==> src/rtl/hazard_ctrl_pkg.sv <==
// Shared types and constants for the pipeline hazard controller.
// Holds the FSM state enum, pipeline control bundle and its canned values.
package hazard_ctrl_pkg;

  typedef enum logic [1:0] {
    ST_RUN      = 2'd0,
    ST_MEM_WAIT = 2'd1,
    ST_MD_WAIT  = 2'd2
  } state_t;

  localparam logic [4:0] REG_X0           = 5'd0;
  localparam int         MAX_WAIT_DEFAULT = 255;

  typedef struct packed {
    logic pc_write;
    logic if_id_write;
    logic id_ex_write;
    logic ex_mem_write;
    logic mem_wb_write;
    logic if_id_flush;
    logic id_ex_flush;
    logic ex_mem_flush;
    logic mem_wb_flush;
  } ctrl_t;

  function automatic ctrl_t ctrl_run();
    ctrl_t c;
    c              = '0;
    c.pc_write     = 1'b1;
    c.if_id_write  = 1'b1;
    c.id_ex_write  = 1'b1;
    c.ex_mem_write = 1'b1;
    c.mem_wb_write = 1'b1;
    return c;
  endfunction

  // Reset keeps every register writable but squashes all stages to bubbles.
  function automatic ctrl_t ctrl_reset();
    ctrl_t c;
    c              = ctrl_run();
    c.if_id_flush  = 1'b1;
    c.id_ex_flush  = 1'b1;
    c.ex_mem_flush = 1'b1;
    c.mem_wb_flush = 1'b1;
    return c;
  endfunction

  function automatic ctrl_t ctrl_mem_freeze();
    ctrl_t c;
    c              = '0;
    c.mem_wb_flush = 1'b1;
    return c;
  endfunction

  // Front end holds while the mul/div result occupies EX; a bubble enters MEM.
  function automatic ctrl_t ctrl_md_freeze();
    ctrl_t c;
    c              = ctrl_run();
    c.pc_write     = 1'b0;
    c.if_id_write  = 1'b0;
    c.id_ex_write  = 1'b0;
    c.ex_mem_flush = 1'b1;
    return c;
  endfunction

endpackage

==> src/rtl/hazard_ctrl_if.sv <==
// Load-use query bundle: the EX load destination against the ID source registers.
interface hazard_ctrl_if;

  logic       mem_read;
  logic [4:0] rd;
  logic [4:0] rs1;
  logic [4:0] rs2;
  logic       load_use;

  modport master (output mem_read, rd, rs1, rs2, input load_use);
  modport slave  (input mem_read, rd, rs1, rs2, output load_use);

endinterface

==> src/rtl/hazard_detect.sv <==
// Combinational load-use comparator; x0 is never a real dependency.
module hazard_detect
  import hazard_ctrl_pkg::*;
(
  hazard_ctrl_if.slave lu
);

  assign lu.load_use = lu.mem_read && (lu.rd != REG_X0) &&
                       ((lu.rd == lu.rs1) || (lu.rd == lu.rs2));

endmodule

==> src/rtl/hazard_ctrl.sv <==
// Pipeline hazard controller: memory freeze, mul/div freeze, branch flush, load-use stall.
// Mul/div support (MD_* ports, MD_WAIT state) is built only when HAZARD_CTRL_MULDIV_EN is defined.
module hazard_ctrl
  import hazard_ctrl_pkg::*;
#(
  parameter int MAX_WAIT = MAX_WAIT_DEFAULT,
  parameter int CNT_W    = 16
) (
  input  logic             clk_i,
  input  logic             rst_i,
  input  logic             ID_EX_MemRead_i,
  input  logic [4:0]       ID_EX_RD_i,
  input  logic [4:0]       IF_ID_RS1_i,
  input  logic [4:0]       IF_ID_RS2_i,
  input  logic             Branch_Taken_i,
  input  logic             EX_MEM_MemReq_i,
  input  logic             DMem_Ack_i,
`ifdef HAZARD_CTRL_MULDIV_EN
  input  logic             MD_Start_i,
  input  logic             MD_Done_i,
`endif
  output logic             PC_Write_o,
  output logic             IF_ID_Write_o,
  output logic             ID_EX_Write_o,
  output logic             EX_MEM_Write_o,
  output logic             MEM_WB_Write_o,
  output logic             IF_ID_Flush_o,
  output logic             ID_EX_Flush_o,
  output logic             EX_MEM_Flush_o,
  output logic             MEM_WB_Flush_o,
  output logic             Err_o,
  output logic [CNT_W-1:0] Stall_Cnt_o
);

  localparam int                WAIT_W   = (MAX_WAIT < 1) ? 1 : $clog2(MAX_WAIT + 1);
  localparam logic [WAIT_W-1:0] WAIT_MAX = WAIT_W'(MAX_WAIT);

  state_t             state;
  state_t             state_next;
  ctrl_t              ctrl;
  ctrl_t              run_ctrl;
  logic               mem_stall;
  logic               load_use;
  logic               timeout_hit;
  logic               err_q;
  logic [WAIT_W-1:0]  wait_cnt;
  logic [WAIT_W-1:0]  wait_cnt_inc;
  logic [CNT_W-1:0]   stall_cnt;

  hazard_ctrl_if lu_if ();

  assign lu_if.mem_read = ID_EX_MemRead_i;
  assign lu_if.rd       = ID_EX_RD_i;
  assign lu_if.rs1      = IF_ID_RS1_i;
  assign lu_if.rs2      = IF_ID_RS2_i;
  assign load_use       = lu_if.load_use;

  hazard_detect u_detect (
    .lu (lu_if.slave)
  );

  assign mem_stall    = EX_MEM_MemReq_i && !DMem_Ack_i;
  assign wait_cnt_inc = (wait_cnt == WAIT_MAX) ? wait_cnt : wait_cnt + WAIT_W'(1);
  assign timeout_hit  = !rst_i && (state == ST_MEM_WAIT) && (wait_cnt_inc == WAIT_MAX);

  // Unfrozen behaviour: a taken branch squashes the wrong path, which also
  // removes the consumer of any load-use hazard, so it wins over the stall.
  always_comb begin
    run_ctrl = ctrl_run();
    if (Branch_Taken_i) begin
      run_ctrl.if_id_flush = 1'b1;
      run_ctrl.id_ex_flush = 1'b1;
    end else if (load_use) begin
      run_ctrl.pc_write    = 1'b0;
      run_ctrl.if_id_write = 1'b0;
      run_ctrl.id_ex_flush = 1'b1;
    end
  end

  always_comb begin
    ctrl       = ctrl_run();
    state_next = state;
    if (rst_i) begin
      ctrl       = ctrl_reset();
      state_next = ST_RUN;
    end else begin
      case (state)
        ST_RUN: begin
          if (mem_stall) begin
            ctrl       = ctrl_mem_freeze();
            state_next = ST_MEM_WAIT;
          end
`ifdef HAZARD_CTRL_MULDIV_EN
          else if (MD_Start_i) begin
            ctrl       = ctrl_md_freeze();
            state_next = ST_MD_WAIT;
          end
`endif
          else begin
            ctrl = run_ctrl;
          end
        end
        ST_MEM_WAIT: begin
          if (DMem_Ack_i) begin
            ctrl       = run_ctrl;
            state_next = ST_RUN;
          end else begin
            ctrl = ctrl_mem_freeze();
          end
        end
`ifdef HAZARD_CTRL_MULDIV_EN
        // A memory stall freezes everything but must not lose the pending mul/div.
        ST_MD_WAIT: begin
          if (mem_stall) begin
            ctrl = ctrl_mem_freeze();
          end else if (MD_Done_i) begin
            ctrl       = run_ctrl;
            state_next = ST_RUN;
          end else begin
            ctrl = ctrl_md_freeze();
          end
        end
`endif
        default: state_next = ST_RUN;
      endcase
    end
  end

  always_ff @(posedge clk_i) begin
    if (rst_i) begin
      state <= ST_RUN;
    end else begin
      state <= state_next;
    end
  end

  // Wait counter restarts whenever a fresh memory wait begins.
  always_ff @(posedge clk_i) begin
    if (rst_i) begin
      wait_cnt  <= '0;
      err_q     <= 1'b0;
      stall_cnt <= '0;
    end else begin
      if ((state != ST_MEM_WAIT) && (state_next == ST_MEM_WAIT)) begin
        wait_cnt <= '0;
      end else if (state == ST_MEM_WAIT) begin
        wait_cnt <= wait_cnt_inc;
      end
      err_q <= err_q || timeout_hit;
      if (!ctrl.pc_write && (stall_cnt != '1)) begin
        stall_cnt <= stall_cnt + CNT_W'(1);
      end
    end
  end

  assign PC_Write_o     = ctrl.pc_write;
  assign IF_ID_Write_o  = ctrl.if_id_write;
  assign ID_EX_Write_o  = ctrl.id_ex_write;
  assign EX_MEM_Write_o = ctrl.ex_mem_write;
  assign MEM_WB_Write_o = ctrl.mem_wb_write;
  assign IF_ID_Flush_o  = ctrl.if_id_flush;
  assign ID_EX_Flush_o  = ctrl.id_ex_flush;
  assign EX_MEM_Flush_o = ctrl.ex_mem_flush;
  assign MEM_WB_Flush_o = ctrl.mem_wb_flush;
  assign Err_o          = err_q || timeout_hit;
  assign Stall_Cnt_o    = stall_cnt;

endmodule
==> config.mk <==
export PLATFORM = sky130hd
export DESIGN_NAME = hazard_ctrl
export DESIGN_NICKNAME = d
export VERILOG_FILES = /design/src/rtl/hazard_ctrl_pkg.sv /design/src/rtl/hazard_ctrl_if.sv /design/src/rtl/hazard_detect.sv /design/src/rtl/hazard_ctrl.sv
export SDC_FILE = /design/constraint.sdc
export NUM_CORES = 1
export LEC_CHECK = 0
export CORE_MARGIN = 4
export CORE_UTILIZATION = 50
export DETAILED_ROUTE_END_ITERATION = 8
export DONT_BUFFER_PORTS = 1
export GPL_TIMING_DRIVEN = 0
export PLACE_DENSITY_LB_ADDON = 0.2
export SYNTH_ARGS = -nofsm -noshare
export SYNTH_HDL_FRONTEND = slang
export SYNTH_SLANG_ARGS = --single-unit
==> constraint.sdc <==
create_clock -name clk_i -period 4.1 [get_ports clk_i]
set_clock_uncertainty 0.2 [all_clocks]
set_input_delay 0.82 -clock clk_i [delete_from_list [all_inputs] [get_ports clk_i]]
set_output_delay 0.82 -clock clk_i [all_outputs]
set_load 0.005 [all_outputs]
==> flow_metrics.tcl <==
set metrics [dict create \
    status "finished, final reports clean" \
    p_clk_share_pct 28.2 \
    hpwl_microns 2850 \
    switching_share_pct 24.5 \
    ys_ff_latch 27 \
    placed_cell_area_sq_um 1680 \
    ys_top_cells_by_area "dfxtp_1 33%, xnor2_1 7.0%, or4_1 4.6%" \
    drc_errors 0 \
    yosysTopAreaCellShare_pct 33.4 \
    coreArea_sq_um 3080 \
    ctsResizeCount 0 \
    worst-path-max-fanout 11 \
    dr.pass1.iters 6 \
    io_buffers 0 \
    layout.nets 225 \
    synth.cell_area_sq_um 1620 \
    syn_inst 197 \
    met3_wirelength_microns 242 \
    grt_pass1_wl_microns 6150 \
    cts.clk_slew.worst_paths_ns 0.16 \
    rows 20 \
    grtUsageTotal_pct 17.9 \
    via_per_inst 6.16 \
    wl_met2_microns 1790 \
    cts_buffers 3 \
    finalCritPeriodShare_pct 82.0 \
    crit_type "in2out" \
    cap_violations 0 \
    grt_max_degree 16 \
    hold_viol_final 0 \
    clock_latency_ns 0.32 \
    required_ns 3.08 \
    finish.utilization_pct 55.3 \
    die_x_microns 64.9 \
    area_delta_synth_final_pct 5.10 \
    setup_violations 0 \
    htree_num_levels 1 \
    seq_power_share_pct 63.4 \
    top_layer "met4" \
    ant_nets 0 \
    slowest_stage "or4_1" \
    postCtsSetupBuffers 0 \
    wl_met1_microns 1700 \
    finalInstanceArea_sq_um 1700 \
    via_count 1509 \
    cpMostUsedCell "buf_6" \
    pwr-share-comb_pct 8.4 \
    grt_pass1_vias 1445 \
    fmax_mhz 298 \
    yosys_warnings 0 \
    avgSynthCellArea_sq_um 8.22 \
    p_int_mw 0.317 \
    synthArstFlopShare_pct 0 \
    wire_per_inst_microns 15.4 \
    die-area_sq_um 4220 \
    yosysUniqueCellTypes 44 \
    worstHoldPathType "reg2reg" \
    ir_drop_v 0.000178 \
    cp_cell_sequence "or4_1 > o21ai_1 > nor4_1 > a21oi_2 > buf_6 > buf_6 > buf_4" \
    relSlewSlack_pct 66.3 \
    drive_gt1_share_pct 10.4 \
    synth_edf_count 0 \
    clock_sinks 27 \
    cellLeakagePower_nw 0.528 \
    dieHeight_microns 64.9 \
    tritoncts "built" \
    clock_path_buffers 2 \
    slowest_delay_ns 0.51 \
    syn_nets 220 \
    startpoint_type "primary input" \
    p_sw_mw 0.103 \
    layout_min_cycle_time_ns 3.36 \
    crit_path_end_kind "output pin" \
    routed_wirelength_microns 3780 \
    arrival_ns 2.34 \
    yosysSeqAreaShare_pct 33.4 \
    setup_tns_ns 0 \
    ios 47 \
    tightest_slew_ns 0.505 \
    cts_hold_buf 0 \
    cts_root_buf "clkbuf_4" \
    yosysTopAreaCell "dfxtp_1" \
    rsz0062_at_grt "false" \
    drt_iter0_drc 90 \
    ys.flop_type "dfxtp_1" \
    power_density_nw_per_um2 246 \
    n_antenna_cell 0 \
    antenna_found_initial 0 \
    gp_congestion 0.832 \
    initial_utilization_pct 52.6 \
    gr-total-overflow 0 \
    final_max_slew_viol_count 0 \
]
==> layer usage <==
metal | track usage (%) | vias to the layer above
met5 | 0 | -
met4 | 3.43 | 0
met3 | 3.47 | 5
met2 | 31.8 | 56
met1 | 22.5 | 706
li1 | - | 742
==> cell usage after synthesis, types with 3 or more instances <==
cell type	instances
a211oi_1	3
a21oi_1	12
and3_1	4
buf_2	3
buf_4	6
clkbuf_1	3
dfxtp_1	27
inv_1	5
nand2_1	17
nand3_1	14
nand4_1	4
nor2_1	17
nor4_1	3
o21ai_1	3
o311ai_0	4
o31ai_1	6
o41ai_1	6
or4_1	10
xnor2_1	13
==> layout by cell type, fill, tap and decap left out, types with 2 or more instances in the layout <==
cell type  synthesis  layout
a211oi_1           3       3
a21oi_1           12      12
a31o_2             2       2
and2_1             2       2
and3_1             4       4
buf_2              3       3
buf_4              6       6
buf_6              2       2
clkbuf_1           3       3
clkbuf_4           0       3
dfxtp_1           27      27
ha_1               2       2
inv_1              5       5
mux2i_1            2       2
nand2_1           17      17
nand3_1           14      14
nand4_1            4       4
nor2_1            17      17
nor2b_1            2       2
nor3b_1            2       2
nor4_1             3       3
o21a_1             2       2
o21ai_0            2       2
o21ai_1            3       3
o22ai_1            2       2
o311ai_0           4       4
o31a_1             2       2
o31ai_1            6       6
o41ai_1            6       6
or4_1             10      10
xnor2_1           13      13
xor2_1             2       2
==> sequential cells by signal, summed over array words and instances (netlist names) <==
| name | flops |
|---|---|
| Stall_Cnt_o | 16 |
| wait_cnt | 8 |
| state | 2 |
| err_q | 1 |
==> worst max-delay path: cells and delay by family <==
family / cells / cell delay (ns)
compound gates: 2 / 0.46
simple gates: 2 / 0.59
buf+inv: 3 / 0.46
==> power groups by stage <==
stage | Sequential, mW | Combinational [mW] | Clock (mW)
2_1_floorplan | 0.271 | 0.0288 | 0
3_3_place_gp | 0.272 | 0.0340 | 0
3_5_place_dp | 0.272 | 0.0352 | 0
4_1_cts | 0.266 | 0.0353 | 0.123
5_1_grt | 0.267 | 0.0387 | 0.130
6_report | 0.266 | 0.0351 | 0.118
==> layout make-up <==
class	instances	area (sq um)
Inverter	5	18.8
Multi-Input combinational cell	151	967
Clock inverter	1	5.00
Clock buffer	3	22.5
Buffer	14	93.8
Tap cell	44	55.1
Sequential cell	27	541
Fill cell	290	1380
==> metrics by stage <==
step	hold WS [ns]	power (mW)	cells	setup slack, ns
floorplan	0.275	0.300	197	0.961
global placement	0.290	0.306	241	0.769
detailed placement	0.323	0.307	241	0.740
CTS	0.345	0.424	245	0.743
global route	0.372	0.436	245	0.665
finish	0.341	0.420	245	0.739
==> path summary, 6_finish.rpt <==
check                  start              end  slack (ns)  depth (start not counted)
max            ID_EX_RD_i[0]       PC_Write_o        0.74                          7
min          Stall_Cnt_o[11]  Stall_Cnt_o[11]        0.34                          2
max reg2reg   Stall_Cnt_o[6]   Stall_Cnt_o[6]        1.68                          8
min reg2reg  Stall_Cnt_o[11]  Stall_Cnt_o[11]        0.34                          2
==> kinds of logic (layout without fill, tap and decap cells) <==
logic type               Yosys count  after routing  share of synthesized area [%]
AND/OR/NAND/NOR                   81             81                           26.5
XOR/XNOR                          15             15                           8.11
multiplexers                       3              3                           2.16
buffers and inverters             19             23                           6.95
flip-flops                        27             27                           33.4
adder cells (fa/ha/maj)            2              2                           1.54
AO/OA/AOI/OAI                     49             49                           21.2
other                              1              1                          0.231
(Power assumes the default switching activity.)
